`config.mk`:
```
export PLATFORM = sky130hd
export DESIGN_NAME = swcap_bank_ctrl
export DESIGN_NICKNAME = d
export VERILOG_FILES = /design/src/rtl/swcap_pkg.sv /design/src/rtl/swcap_therm_dec.sv /design/src/rtl/swcap_bank_ctrl.sv
export SDC_FILE = /design/constraint.sdc
export NUM_CORES = 1
export LEC_CHECK = 0
export CORE_ASPECT_RATIO = 2
export CORE_MARGIN = 2
export CORE_UTILIZATION = 48
export DETAILED_ROUTE_END_ITERATION = 8
export GPL_ROUTABILITY_DRIVEN = 0
export PLACE_DENSITY = 0.84
export SLEW_MARGIN = 20
export SYNTH_ARGS = -nofsm -noshare
export SYNTH_HDL_FRONTEND = slang
export SYNTH_SLANG_ARGS = --single-unit
```
`constraint.sdc`:
```
create_clock -name clk -period 2.6 [get_ports clk]
set_input_delay 0.39 -clock clk [delete_from_list [all_inputs] [get_ports clk]]
set_output_delay 0.39 -clock clk [all_outputs]
set_load 0.02 [all_outputs]
```
`src/rtl/swcap_pkg.sv`:
```
// Shared types and defaults for the switched-capacitor bank controller.
// Optional feature macro used by the controller: SWCAP_DITHER_EN.
package swcap_pkg;

  localparam int NCAP_DEF    = 16;
  localparam int CODE_W_DEF  = 5;
  localparam int DWELL_W_DEF = 4;

  // Walk controller states.
  typedef enum logic [1:0] {
    ST_IDLE  = 2'd0,
    ST_STEP  = 2'd1,
    ST_DWELL = 2'd2
  } state_e;

  // Saturate a requested cell count to the number of physical cells.
  function automatic logic [31:0] clamp_code(input logic [31:0] code, input logic [31:0] ncap);
    logic [31:0] res;
    if (code > ncap) begin
      res = ncap;
    end else begin
      res = code;
    end
    return res;
  endfunction

endpackage

```
`src/rtl/swcap_therm_dec.sv`:
```
// Combinational binary-to-thermometer decoder: bit i is set when i < code_i.
module swcap_therm_dec
  import swcap_pkg::*;
#(
  parameter int NCAP   = NCAP_DEF,
  parameter int CODE_W = CODE_W_DEF
) (
  input  logic [CODE_W-1:0] code_i,
  output logic [NCAP-1:0]   therm_o
);

  // Set every cell index strictly below the code.
  always_comb begin
    therm_o = {NCAP{1'b0}};
    for (int i = 0; i < NCAP; i++) begin
      if (int'(code_i) > i) begin
        therm_o[i] = 1'b1;
      end else begin
        therm_o[i] = 1'b0;
      end
    end
  end

endmodule

```
`src/rtl/swcap_bank_ctrl.sv`:
```
// Switched-capacitor bank tuning controller. Accepts a binary cell count and
// walks the thermometer switch vector toward it one cell per step, with a
// programmable dwell between steps so the DCO never jumps more than one LSB.
// Optional macro SWCAP_DITHER_EN adds dither_i: in IDLE the next cell above
// cur toggles every clock for half-LSB average tuning.
module swcap_bank_ctrl
  import swcap_pkg::*;
#(
  parameter int NCAP    = NCAP_DEF,
  parameter int CODE_W  = CODE_W_DEF,
  parameter int DWELL_W = DWELL_W_DEF
) (
  input  logic               clk,
  input  logic               rst_n,
  input  logic [CODE_W-1:0]  code_i,
  input  logic               code_valid_i,
  output logic               code_ready_o,
  input  logic [DWELL_W-1:0] dwell_i,
`ifdef SWCAP_DITHER_EN
  input  logic               dither_i,
`endif
  output logic [NCAP-1:0]    sw_o,
  output logic [CODE_W-1:0]  cur_code_o,
  output logic               busy_o,
  output logic               clamp_o
);

  localparam logic [CODE_W-1:0] NCAP_C = CODE_W'(NCAP);

  state_e             state_q, state_d;
  logic [CODE_W-1:0]  cur_q, cur_d;
  logic [CODE_W-1:0]  tgt_q, tgt_d;
  logic [DWELL_W-1:0] dw_q, dw_d;
  logic [DWELL_W-1:0] cnt_q, cnt_d;
  logic               busy_q, busy_d;
  logic               clamp_q, clamp_d;
  logic               ready_q, ready_d;
  logic [NCAP-1:0]    sw_q, sw_d;
  logic [NCAP-1:0]    therm_s;
  logic [CODE_W-1:0]  code_clamped_s;
`ifdef SWCAP_DITHER_EN
  logic               dith_q, dith_d;
`endif

  assign code_clamped_s = CODE_W'(clamp_code(32'(code_i), 32'(NCAP)));

  // Decode the next cell count so sw_q lands on the same edge as cur_q.
  swcap_therm_dec #(
    .NCAP   (NCAP),
    .CODE_W (CODE_W)
  ) u_therm_dec (
    .code_i  (cur_d),
    .therm_o (therm_s)
  );

  // Walk FSM: accept in IDLE, one cell per STEP, dwell countdown in DWELL.
  always_comb begin
    state_d = state_q;
    cur_d   = cur_q;
    tgt_d   = tgt_q;
    dw_d    = dw_q;
    cnt_d   = cnt_q;
    busy_d  = busy_q;
    clamp_d = clamp_q;
    case (state_q)
      ST_IDLE: begin
        if (code_valid_i) begin
          tgt_d   = code_clamped_s;
          clamp_d = (code_i > NCAP_C);
          dw_d    = dwell_i;
          if (code_clamped_s != cur_q) begin
            state_d = ST_STEP;
            busy_d  = 1'b1;
          end else begin
            state_d = ST_IDLE;
            busy_d  = 1'b0;
          end
        end else begin
          state_d = ST_IDLE;
        end
      end
      ST_STEP: begin
        if (cur_q < tgt_q) begin
          cur_d = cur_q + CODE_W'(1);
        end else if (cur_q > tgt_q) begin
          cur_d = cur_q - CODE_W'(1);
        end else begin
          cur_d = cur_q;
        end
        if (cur_d == tgt_q) begin
          state_d = ST_IDLE;
          busy_d  = 1'b0;
        end else if (dw_q == {DWELL_W{1'b0}}) begin
          state_d = ST_STEP;
        end else begin
          state_d = ST_DWELL;
          cnt_d   = dw_q;
        end
      end
      ST_DWELL: begin
        cnt_d = cnt_q - DWELL_W'(1);
        if (cnt_q <= DWELL_W'(1)) begin
          state_d = ST_STEP;
        end else begin
          state_d = ST_DWELL;
        end
      end
      default: begin
        state_d = ST_IDLE;
        busy_d  = 1'b0;
      end
    endcase
    ready_d = (state_d == ST_IDLE);
  end

  // Switch vector: thermometer of the next count, plus the dither cell when enabled.
  always_comb begin
`ifdef SWCAP_DITHER_EN
    dith_d = 1'b0;
    if ((state_q == ST_IDLE) && (state_d == ST_IDLE) && dither_i && (cur_q < NCAP_C)) begin
      dith_d = ~dith_q;
    end else begin
      dith_d = 1'b0;
    end
    if (dith_d) begin
      sw_d = therm_s | (NCAP'(1'b1) << cur_q);
    end else begin
      sw_d = therm_s;
    end
`else
    sw_d = therm_s;
`endif
  end

  // State and output registers; all clear asynchronously, no resume after reset.
  always_ff @(posedge clk or negedge rst_n) begin
    if (!rst_n) begin
      state_q <= ST_IDLE;
      cur_q   <= {CODE_W{1'b0}};
      tgt_q   <= {CODE_W{1'b0}};
      dw_q    <= {DWELL_W{1'b0}};
      cnt_q   <= {DWELL_W{1'b0}};
      busy_q  <= 1'b0;
      clamp_q <= 1'b0;
      ready_q <= 1'b1;
      sw_q    <= {NCAP{1'b0}};
    end else begin
      state_q <= state_d;
      cur_q   <= cur_d;
      tgt_q   <= tgt_d;
      dw_q    <= dw_d;
      cnt_q   <= cnt_d;
      busy_q  <= busy_d;
      clamp_q <= clamp_d;
      ready_q <= ready_d;
      sw_q    <= sw_d;
    end
  end

`ifdef SWCAP_DITHER_EN
  // Dither phase register.
  always_ff @(posedge clk or negedge rst_n) begin
    if (!rst_n) begin
      dith_q <= 1'b0;
    end else begin
      dith_q <= dith_d;
    end
  end
`endif

  assign sw_o         = sw_q;
  assign cur_code_o   = cur_q;
  assign busy_o       = busy_q;
  assign clamp_o      = clamp_q;
  assign code_ready_o = ready_q;

endmodule
```
==> results of run 1 <==
[final cells by class]
class                      count  area (µm²)
inverter                      14        55.1
multi-input combinational    165        1360
sequential                    39         983
fill                         287        1140
clock inverter                 2        38.8
tap                           54        67.6
timing repair buffer          74         654
clock buffer                   6        82.6
[repair_timing]
| action | 4_1_cts | 5_1_grt |
|---|---|---|
| pin swaps | 6 | 14 |
| setup endpoints to repair | 13 | 12 |
| buffers inserted | 3 | 9 |
| hold buffers | 0 | 0 |
| resized for setup | 21 | 8 |
[layer usage]
layer	wire length (µm)	vias up	global-route usage (%)
met5	0	-	0
met2	3900	104	50.8
li1	-	946	-
met4	550	0	19.2
met1	2240	1042	24.3
met3	357	47	5.71
[metrics by stage]
step / instances / setup TNS (ps) / hold WS, ps
after global placement: 335 / 0 / 473
after detailed placement: 335 / -153 / 484
after floorplan: 229 / -168 / 94.4
after global routing: 354 / -958 / 275
after CTS: 345 / 0 / 213
final: 354 / -232 / 184
[sequential cells by signal, summed over array words and instances, names as in the netlist]
| register | flops |
|---|---|
| code_ready_o | 1 |
| state_q | 2 |
| cnt_q | 4 |
| cur_code_o | 5 |
| busy_o | 1 |
| tgt_q | 5 |
| dw_q | 4 |
| clamp_o | 1 |
| sw_o | 16 |
[cell families (layout without fill, tap and decap cells)]
family	after synthesis	in the layout	synth area share, %
xor+xnor	14	14	5.61
simple gates	76	76	18.4
flops	39	39	44.7
buf+inv	25	96	4.81
mux	5	5	2.58
fa+ha+maj	9	9	5.15
compound gates	61	61	18.8
[critical path: stages, from the launching register on]
cell	delay [ps]
dfrtp_2	430
ha_4	270
a21oi_4	180
nand2_1	130
o31ai_4	280
xnor2_1	160
o31ai_1	100
or4_4	500
and2_4	180
a221o_1	310
[worst min path at each step]
| stage | depth (start not counted) | from | end | slack (ps) |
|---|---|---|---|---|
| final | 1 | rst_n | dw_q[3] | 180 |
| after global routing | 1 | rst_n | dw_q[3] | 270 |
| after CTS | 1 | rst_n | dw_q[1] | 210 |
| after detailed placement | 1 | busy_o | busy_o | 480 |
| after global placement | 2 | clamp_o | clamp_o | 470 |
| after floorplan | 0 | rst_n | busy_o | 90 |
[layout by cell type (no fill, tap or decap), drive strengths merged, types with 2 or more instances in the layout]
cell type      synthesis  routed
buf                    5      40
dfrtp                 38      38
clkdlybuf4s50          0      34
nand2                 22      22
o21ai                 18      18
inv                   14      15
nor2                  12      12
a21oi                 10      10
ha                     9       9
nor3                   8       8
nand3                  8       8
xor2                   7       7
xnor2                  7       7
nand2b                 6       6
clkbuf                 6       6
a21o                   5       5
mux2                   5       5
a31oi                  4       4
nor2b                  4       4
o31ai                  3       3
o41ai                  3       3
and3                   2       2
o221ai                 2       2
or2                    2       2
o311a                  2       2
a21boi                 2       2
nor3b                  2       2
a22oi                  2       2
and2                   2       2
==> impl_metrics.toml, run 1 <==
[clock_tree]
clock_path_buffers = 2
cts_tree = "yes"
numCtsBuffers = 5
cts-root-buf = "clkbuf_8"
insertion_delay_ps = 310
cts_sinks = 39
cts.htree.levels = 2
clkTransAtPathRegs_ps = 80

[drt]
via_per_inst = 6.04
drcViolationCount = 0
antenna_left = 0
drt_iter0_markers = 69
num_vias = 2139
drt-wirelength-per-cell_um = 19.9
wirelength_um = 7040
dr.pass1.iters = 5

[sta]
final_hold_viol_count = 0
worstMarginPinSlew_ps = 859
fin_crit_sh_pct = 102
fin_ws_ps = -57.1
relSlewSlack_pct = 42.8
rsz0062_at_grt = "true"
max_freq_ghz = 0.376
fin_worst_skew_ps = 5.32
setup_viol = 6
slew_violations = 0
fin_crit_ps = 2660

[synthesis]
synth-main-ff-cell = "dfrtp_1"
yosysMostFrequentCell = "dfrtp_1"
synth_nets = 250
syn_area_per_cell_um2 = 9.55
yosys_warnings = 0
yosys.area.top_type = "dfrtp_1"
yosysTopAreaCellShare_pct = 43.5
synth.cell_area_um2 = 2190
synth_common_cells = "dfrtp_1 (38), nand2_1 (21), o21ai_0 (18), inv_1 (14), nor2_1 (12)"
ys_seq_area_share_pct = 44.7
postSynthCellCount = 229
synthTopCellsByArea = "dfrtp_1 (44%), ha_1 (5.2%), o21ai_0 (4.1%), nand2_1 (3.6%), xnor2_1 (2.8%)"
synth-seq-cells = 39
synth-async-reset-ratio_pct = 100
synth_edf_count = 0
ys_types = 55

[worst_setup_path]
endpoint_kind = "flop"
path_max_fanout = 4
crit_arrival_ps = 2850
startpoint_type = "flop"
reg2reg_slack_ps = -60
critPathKind = "flop to flop"
timing.rr.end = "state_q[0]"
endpoint = "state_q[0]"
critical_path_required_ps = 2790
r2r_cells = 9
r2r_start = "cur_code_o[3]"
cp-startpoint = "cur_code_o[3]"

[place]
pre_cts_slack_ps = -43.4
placed_area_um2 = 2900
portBuffers = 35
place_hpwl_um = 4810

[die]
boundaryPins = 36
die_x_um = 51.7
die_y_um = 99.4
core_um2 = 4380
dieArea_um2 = 5140
initial_core_util_pct = 49.9
rows = 34

[layout]
area_growth_syn_to_layout_pct = 48.5
layout-drive-gt1-share_pct = 34.7
final_cell_area_um2 = 3250
fin_util_pct = 74.1
num_antenna_cells = 0
nets = 320

[grt]
grt_pass1_wl_um = 10200
grt-ovfl-total = 0
grt_pass1_vias = 2180
grt.total_usage_pct = 27.3
grt_max_degree = 40
antenna_found_initial = 0

[flow_run]
maxCapViolCount = 0

[outcome]
status = "finished, violations left"
violations = "setup timing"

[min_path]
holdCritPathClass = "input port to asynchronous set/reset pin"
Power of run 1 is not shown: default switching activity piles up to over one toggle a cycle in this logic, so the estimate is an artifact.
==> run 2: changes to the inputs <==
--- a/config.mk
+++ b/config.mk
@@ -11,6 +11,7 @@
 export DETAILED_ROUTE_END_ITERATION = 8
 export GPL_ROUTABILITY_DRIVEN = 0
 export PLACE_DENSITY = 0.84
+export SETUP_SLACK_MARGIN = 0.4
 export SLEW_MARGIN = 20
 export SYNTH_ARGS = -nofsm -noshare
 export SYNTH_HDL_FRONTEND = slang
==> impl_metrics.toml, run 2 (synthesized netlist as in run 1, its figures left out) <==
[drt]
drt_iter0_markers = 42
wirelength_um = 6490
antenna_left = 0
via_per_inst = 5.96
dr.pass1.iters = 4
drt-wirelength-per-cell_um = 18.8
num_vias = 2055
drcViolationCount = 0

[worst_setup_path]
crit_arrival_ps = 2870
r2r_cells = 9
path_max_fanout = 5
startpoint_type = "flop"
critical_path_required_ps = 2780
endpoint_kind = "flop"
reg2reg_slack_ps = -90
critPathKind = "flop to flop"

[layout]
final_cell_mix = "clkdlybuf4s50_1 (34), dfrtp_1 (33), buf_4 (27)"
layout_commonest_cell = "clkdlybuf4s50_1"
nets = 311
area_growth_syn_to_layout_pct = 44.9
fin_util_pct = 72.3
num_antenna_cells = 0
largest_register_ffs = 16
layout-drive-gt1-share_pct = 30.9

[sta]
fin_worst_skew_ps = 10.2
setup_viol = 11
relSlewSlack_pct = 41.9
fin_ws_ps = -90.4
final_hold_viol_count = 0
slew_violations = 0
rsz0062_at_grt = "true"
fin_crit_sh_pct = 103
max_freq_ghz = 0.372
worstMarginPinSlew_ps = 871
fin_crit_ps = 2690

[clock_tree]
insertion_delay_ps = 300
cts.htree.levels = 2
cts_sinks = 39
holdBufCountCts = 0
cts_tree = "yes"
cts-root-buf = "clkbuf_8"
numCtsBuffers = 5
clock_path_buffers = 2
clkTransAtPathRegs_ps = 80

[place]
place_hpwl_um = 4610
portBuffers = 35

[grt]
grt-ovfl-total = 0
grt_pass1_vias = 2093
grt_max_degree = 40
antenna_found_initial = 0
grt_pass1_wl_um = 9900
grt.total_usage_pct = 26.6

[die]
die_y_um = 99.4
dieArea_um2 = 5140
rows = 34
boundaryPins = 36
initial_core_util_pct = 49.9
core_um2 = 4380
die_x_um = 51.7

[flow_run]
maxCapViolCount = 0

[outcome]
status = "finished, violations left"
violations = "setup timing"

[min_path]
holdCritPathClass = "input port to asynchronous set/reset pin"
run 2: worst max-delay path, stage by stage (launching register included):
cell and delay, ps:
dfrtp_2 430, ha_4 320, nor2b_4 250, a21o_1 180, nor3_2 50, a21oi_4 170
xnor2_2 90, or4_4 570, and2_4 180, a221o_1 310
run 2: final timing paths:
check                              start       endpoint
max                        cur_code_o[4]     state_q[0]
min                                rst_n        clamp_o
max reg2reg                cur_code_o[4]     state_q[0]
min reg2reg                       busy_o         busy_o
max in group asynchronous          rst_n  cur_code_o[2]
min in group clk                  busy_o         busy_o
run 2: final cells by class:
cell class | instances | area, µm²
multi-input combinational | 165 | 1360
tap | 54 | 67.6
fill | 310 | 1210
timing repair buffer | 65 | 591
sequential | 39 | 983
inverter | 14 | 57.6
clock inverter | 3 | 43.8
clock buffer | 5 | 68.8
run 2: metal layers:
metal	global-route usage, %	share of wire (%)	vias to the layer above
met2	50.5	57	75
met3	4.80	3.6	26
met5	0	0	-
met4	18.6	6.1	0
li1	-	-	931
met1	23.4	34	1023
run 2: timing repair:
action,4_1_cts,5_1_grt
buffers inserted,3,3
gates resized for setup,14,12
setup endpoints to repair,25,25
cloned,0,0
pin swaps,5,10
run 2: stage by stage:
stage	instance area, µm²	hold slack [ps]	setup TNS [ps]	instances	worst slack, ps
3_5_place_dp	2900	475	-412	331	-96.0
3_3_place_gp	2900	470	-42.0	331	-21.7
6_report	3170	197	-317	345	-90.4
5_1_grt	3170	269	-2650	345	-208
2_1_floorplan	2370	94.4	-167	229	-73.1
4_1_cts	3090	216	-18.2	342	-10.5
Power of run 2 is left out for the same reason.
